## src/rtl/mem_bus_arbiter.sv

```systemverilog
// Single-port memory sequencer: arbitrates instruction fetch against load/store,
// load/store first, with a starvation counter that guarantees fetch progress.
module mem_bus_arbiter #(
  parameter int WAIT_STATES  = 2,
  parameter int STARVE_LIMIT = 4
) (
  input  logic        clk,
  input  logic        rst_n,
  input  logic        if_req,
  input  logic [7:0]  if_addr,
  output logic        if_gnt,
  output logic        if_done,
  output logic [31:0] if_rdata,
  input  logic        ls_req,
  input  logic        ls_we,
  input  logic [15:0] ls_addr,
  input  logic [31:0] ls_wdata,
  output logic        ls_gnt,
  output logic        ls_done,
  output logic [31:0] ls_rdata,
  output logic        mem_en,
  output logic        mem_rw,
  output logic [15:0] mem_addr,
  output logic [31:0] mem_wdata,
  input  logic [31:0] mem_rdata,
  output logic        busy
);

  typedef enum logic [1:0] {IDLE, ACCESS, DONE} state_t;

  localparam logic [3:0] WAIT_INIT  = 4'(WAIT_STATES);
  localparam logic [3:0] STARVE_MAX = 4'(STARVE_LIMIT);

  state_t      state;
  logic [3:0]  starve_cnt;
  logic [3:0]  wait_cnt;
  logic        cap_is_if;
  logic        cap_we;
  logic [15:0] cap_addr;
  logic [31:0] cap_wdata;
  logic        grant_if;
  logic        grant_ls;

  // Load/store wins a contested arbitration unless fetch has lost STARVE_LIMIT times in a row.
  always_comb begin
    grant_if = 1'b0;
    grant_ls = 1'b0;
    if (if_req && ls_req) begin
      grant_if = (starve_cnt == STARVE_MAX);
      grant_ls = !grant_if;
    end else begin
      grant_if = if_req;
      grant_ls = ls_req;
    end
  end

  always_ff @(posedge clk or negedge rst_n) begin
    if (!rst_n) begin
      state      <= IDLE;
      starve_cnt <= 4'd0;
      wait_cnt   <= 4'd0;
      cap_is_if  <= 1'b0;
      cap_we     <= 1'b0;
      cap_addr   <= 16'd0;
      cap_wdata  <= 32'd0;
      if_gnt     <= 1'b0;
      if_done    <= 1'b0;
      if_rdata   <= 32'd0;
      ls_gnt     <= 1'b0;
      ls_done    <= 1'b0;
      ls_rdata   <= 32'd0;
    end else begin
      if_gnt  <= 1'b0;
      ls_gnt  <= 1'b0;
      if_done <= 1'b0;
      ls_done <= 1'b0;
      case (state)
        IDLE: begin
          if (grant_if || grant_ls) begin
            state     <= ACCESS;
            wait_cnt  <= WAIT_INIT;
            cap_is_if <= grant_if;
            if_gnt    <= grant_if;
            ls_gnt    <= grant_ls;
            if (grant_if) begin
              cap_addr   <= {8'h00, if_addr};
              cap_we     <= 1'b0;
              cap_wdata  <= 32'd0;
              starve_cnt <= 4'd0;
            end else begin
              cap_addr  <= ls_addr;
              cap_we    <= ls_we;
              cap_wdata <= ls_wdata;
              // Fetch was waiting and lost; the counter never passes the limit
              // because at the limit fetch wins instead.
              if (if_req && (starve_cnt != STARVE_MAX)) begin
                starve_cnt <= starve_cnt + 4'd1;
              end
            end
          end
        end
        ACCESS: begin
          if (wait_cnt == 4'd0) begin
            state   <= DONE;
            if_done <= cap_is_if;
            ls_done <= !cap_is_if;
            if (!cap_we) begin
              if (cap_is_if) begin
                if_rdata <= mem_rdata;
              end else begin
                ls_rdata <= mem_rdata;
              end
            end
          end else begin
            wait_cnt <= wait_cnt - 4'd1;
          end
        end
        DONE: begin
          state <= IDLE;
        end
        default: begin
          state <= IDLE;
        end
      endcase
    end
  end

  // The bus is a pure decode of state and captured registers so reset drops it immediately.
  assign busy      = (state != IDLE);
  assign mem_en    = (state == ACCESS);
  assign mem_rw    = mem_en && cap_we;
  assign mem_addr  = mem_en ? cap_addr : 16'd0;
  assign mem_wdata = mem_rw ? cap_wdata : 32'd0;

endmodule
```

## config.mk

```make
export PLATFORM = sky130hd
export DESIGN_NAME = mem_bus_arbiter
export DESIGN_NICKNAME = d
export VERILOG_FILES = /design/src/rtl/mem_bus_arbiter.sv
export SDC_FILE = /design/constraint.sdc
export NUM_CORES = 1
export LEC_CHECK = 0
export CAP_MARGIN = 20
export CELL_PAD_IN_SITES_DETAIL_PLACEMENT = 0
export CELL_PAD_IN_SITES_GLOBAL_PLACEMENT = 1
export CORE_MARGIN = 2
export CORE_UTILIZATION = 37
export DETAILED_ROUTE_END_ITERATION = 12
export GPL_ROUTABILITY_DRIVEN = 0
export PLACE_DENSITY_LB_ADDON = 0.3
export SLEW_MARGIN = 20
export SYNTH_ARGS = -nofsm -noshare
export SYNTH_HDL_FRONTEND = slang
export SYNTH_SLANG_ARGS = --single-unit
```

## constraint.sdc

```tcl
create_clock -name clk -period 3.7 [get_ports clk]
set_input_delay 0.555 -clock clk [delete_from_list [all_inputs] [get_ports clk]]
set_output_delay 0.555 -clock clk [all_outputs]
set_load 0.03 [all_outputs]
```

# ---- Yosys cells after proc, flatten, opt, wreduce, memory -nomap -nowiden
# Index checks and enable logic that the tools add are counted.
# Widths: inputs -> output; s select.
dict set report totals {
  regBits 128
  latchBits 0
  ram_bits 0
  rom_bits 0
  output_inout_bits 119
  n_memories 0
}
dict set report classes {
  n_addsub 2
  mul 0
  div 0
  n_lt_le_gt_ge 0
  eq_ne 6
  shifts 0
  mux 23
  bitwise 2
  n_reduce_logical 17
}
# cell n
set op_table {}
lappend op_table {{$mux 32} 2}
lappend op_table {{$mux 16} 2}
lappend op_table {{$mux 4} 4}
lappend op_table {{$mux 1} 11}
lappend op_table {{$pmux 4 s2} 1}
lappend op_table {{$reduce_and 4->1} 2}
lappend op_table {{$reduce_and 3->1} 2}
lappend op_table {{$reduce_bool 2->1} 3}
lappend op_table {{$add 4x1->4 const B} 1}
lappend op_table {{$eq 4x3->1 const B} 1}
lappend op_table {{$logic_not 4->1} 1}
lappend op_table {{$mux 2} 2}
lappend op_table {{$ne 2x2->1 const B} 2}
lappend op_table {{$ne 4x3->1 const B} 1}
lappend op_table {{$pmux 2 s2} 1}
lappend op_table {{$reduce_and 2->1} 2}
lappend op_table {{$sub 4x1->4 const B} 1}
lappend op_table {{$logic_and 1x1->1} 3}
lappend op_table {{$eq 2x1->1 const B} 1}
lappend op_table {{$logic_not 1->1} 2}
lappend op_table {{$logic_not 2->1} 1}
lappend op_table {{$ne 2x1->1 const B} 1}
lappend op_table {{$not 1->1} 2}
lappend op_table {{$logic_or 1x1->1} 1}

# ---- Longest topological paths before layout
dict set report depth {
  word_depth 6
  ltp_mapped 8
  mapped_depth_nobuf 5
}

# ---- Worst setup path before layout
# Ideal clock, no wire load.
dict set report synth_timing {
  path_type {register -> output}
  from {register state[1]}
  to {output mem_addr[10]}
  t_arrival_ns 1.695
  path_slack_ns 1.450
  stages_incl_launch_ff 6
  cell_sequence {dfrtp_1 nand2b_1 inv_1 clkbuf_1 clkbuf_1 and2_1}
}
dict set report synth_via {
  elab_chain_cells 2
}
# item line
set synth_rtl {}
lappend synth_rtl {{from (decl)} 34} ;# state_t state;
lappend synth_rtl {{from (signal assigned)} 59} ;# state <= IDLE;
lappend synth_rtl {{from (signal assigned)} 80} ;# state <= ACCESS;
lappend synth_rtl {{from (signal assigned)} 104} ;# state <= DONE;
lappend synth_rtl {{$eq 2x1->1} 130} ;# assign mem_en = (state == ACCESS);
lappend synth_rtl {{via mem_en} 21} ;# output logic mem_en,
lappend synth_rtl {{$mux 16} 132} ;# assign mem_addr = mem_en ? cap_addr : 16'd0;
lappend synth_rtl {{to (decl)} 23} ;# output logic [15:0] mem_addr,
# The timed path passes the listed nets, and every way through them passes these cells.

# ---- Worst setup path in the final report
dict set report layout_timing {
  from {register state[1]}
  to {output mem_wdata[28]}
}
dict set report layout_via {
  elab_chain_cells 3
}
# item line
set layout_rtl {}
lappend layout_rtl {{$eq 2x1->1} 130}
lappend layout_rtl {{$logic_and 1x1->1} 131} ;# assign mem_rw = mem_en && cap_we;
lappend layout_rtl {{$mux 32} 133} ;# assign mem_wdata = mem_rw ? cap_wdata : 32'd0;
lappend layout_rtl {{to (decl)} 24} ;# output logic [31:0] mem_wdata,
# Every way passes these cells.

==> metrics <==
Fin. Hold Viols=0; buffers and inverters on the worst path=3; Pre-antenna DRT Iters=5; Synth Flop Type=dfrtp_1; post-route ant nets=0; slew margin rel.=between 30% and 40%; H-tree Lvls=4; crit path max fanout=32; # IOs=approximately 210; number of global-route vias before repair=about 4,300; logic gate share of total power=a little under half; post-synthesis mux area share=16.09%; P_leak=3.777 nW; Switch Pwr=slightly above 3 mW; RSZ-0062 raised after global routing=no; top post-synthesis cells by area=dfrtp_1 (59%), mux2_4 (8.3%), mux2_2 (7.1%); total CTS buffers=17; diode count=0; Net Count, Synth=~500; switch share=about 38%; Critical Path AT=roughly 2.4 ns; Max-Cap Viols=0; Die Span X=125.1 µm; initial antenna violation count=0; Reg area=approximately 3200 µm²; Synth Area in Adders=less than 1%; Synth Area in Simple Gates=10.26%; power share of the clock group=21.8%; Clock Sinks=128; commonest non-fill, non-tap cell in the layout=clkdlybuf4s50_1; core area=roughly 14,000 µm²; most frequent cells in the layout=clkdlybuf4s50_1 (210), dfrtp_1 (128), a22o_1 (41); routed wire length=~14,000 µm; asr flop ratio synth=100.0%; Initial Util=between 30% and 40%; first-pass GRT wire length=approximately 23,000 µm; Avg Cell Area, Syn=between 10 and 15 µm²; share of the yosys chip area belonging to registers=between 50% and 60%; Tmin final=around 3 ns; Max Slew Vio Count=0; Cell variety after synth=34; VDD IR max=~0.00047 V; Compound-Gate Fraction of Synth Area=10.03%; nature of the critical path endpoint=output pin; number of fill cells=1,182; nets@finish=between 700 and 800; vias per inst=5.143; required time of the worst setup path=3.14 ns; TritonCTS clock tree=done; cell family with most CP delay=buffers and inverters; final setup TNS=0 ns; multi-input combinational cell area=roughly 2000 µm²; layout overhead on the synthesized area=52.49%; XOR/XNOR share of the synthesized area=0%; Peak Freq=around 0.34 GHz; EDFF count, synth=0; number of remaining DRC errors=0; post_cts resized=0; power density over cell area=~970 nW/µm²; Worst Max-Slew Pin Slew=just over 0.9 ns; CTS root buf=clkbuf_16; status=finished clean; cells along the critical path=nand2b_1, inv_1, buf_4, and3_1, clkdlybuf4s50_1; clk buf depth=2; crit path launch type=flip-flop; synth warn=0; largest net degree at the start of global routing=66; Hold Path Class=in2async; ratio of cells with drive above 1 in the final layout=around 17%; Die ar.=approximately 16,000 µm²; hold_ws=about 0.23 ns; Clock transition at path regs=roughly 0.060 ns; CP max stage cell=clkdlybuf4s50_1; GRT Total Usage=between 10% and 20%; Layout Cells excl Fill=809; # Post-CTS Setup Buffers=0; Site Rows=44; Tcrit/Tclk final=just under 80%; GRT overflow=0; I/O Buffers=~210; die height=roughly 130 µm; number of synthesized register bits=128; largest family of logic cells by synthesized area=multiplexers; hold buffer count at CTS=0; via count=roughly 4,200; Synth area leader=dfrtp_1; top-area cell type share of the netlist area=between 50% and 60%; Cells after Synth=407; routed len/inst=17.44 µm; worst-skew pair later-pin latency=0.42 ns; Inst Count DP=approximately 780; clk_skew=slightly below 0.009 ns; DR iter-0 viols=197; CP peak stage delay=0.68 ns; Crit Path Class=reg2out; sequential share of power=30.6%; post-DP HPWL=about 9500 µm; Pint=4.988 mW; cell area after synthesis=5428 µm²; setup violators final=0
-- cells by family (layout without fill, tap and decap cells) --
logic type,Yosys count,after routing
compound gates,75,75
flops,128,128
mux,68,68
simple gates,94,94
fa+ha+maj,4,4
buf+inv,38,256
-- registers in the layout, summed over array words and instances, names as in the netlist --
name,cells
cap_addr,16
cap_is_if,1
cap_wdata,32
cap_we,1
if_done,1
if_gnt,1
if_rdata,32
ls_done,1
ls_gnt,1
ls_rdata,32
starve_cnt,4
state,2
wait_cnt,4
-- power groups by stage --
stage               Sequential, mW  Combinational, mW  Clock [mW]
floorplan                     3.10               1.63           0
global placement              2.43               3.78           0
detailed placement            2.46               3.82           0
CTS                           2.46               3.84        1.79
global route                  2.54               4.03        1.85
finish                        2.45               3.81        1.75
-- path summary, 6_finish.rpt --
path | from | end | slack (ns) | cells past startpoint
worst max-delay path | state[1] | mem_wdata[28] | 0.78 | 5
worst min-delay path | rst_n | if_rdata[9] | 0.23 | 1
worst max register to register | wait_cnt[0] | ls_rdata[17] | 1.26 | 5
worst min register to register | cap_wdata[20] | cap_wdata[20] | 0.49 | 1
max in group asynchronous | rst_n | cap_wdata[7] | 2.62 | 2
min in group clk | cap_wdata[20] | cap_wdata[20] | 0.49 | 1
-- cell type report --
type	instances	share of cell area (%)
Sequential cell	128	38.70
Timing Repair Buffer	218	26.27
Multi-Input combinational cell	241	24.46
Clock buffer	21	5.563
Tap cell	184	2.782
Clock inverter	11	1.950
Inverter	6	0.2721
-- stage by stage --
stage                     instance area, µm²  power, mW  util (%)  setup slack, ns
after detailed placement                7655      6.286     53.07           0.9172
after global placement                  7655      6.203     53.07           0.9927
after global routing                    8277      8.417     57.38           0.6467
after floorplan                         5428      4.731         -            1.450
after CTS                               8277      8.080     57.38           0.7642
final                                   8277      8.013     57.38           0.7788
-- cells in the mapped netlist, types with 5 or more instances --
| cell | instances |
|---|---|
| and3_1 | 35 |
| nand2_1 | 8 |
| mux2_4 | 30 |
| nor2_1 | 5 |
| nand3_1 | 12 |
| and2_1 | 17 |
| a21oi_1 | 10 |
| clkbuf_1 | 27 |
| dfrtp_1 | 128 |
| inv_1 | 5 |
| a22o_1 | 41 |
| a31oi_1 | 9 |
| o21ai_0 | 13 |
| mux2_2 | 34 |
-- layer usage --
| layer | share of wire, % | global-route usage [%] | vias to the layer above |
|---|---|---|---|
| met1 | 45 | 24.25 | 2058 |
| met2 | 46 | 28.39 | 190 |
| met5 | 0 | 0 | - |
| li1 | - | - | 1889 |
| met4 | 2.2 | 7.908 | 0 |
| met3 | 6.8 | 5.306 | 24 |
(Power assumes the default switching activity.)
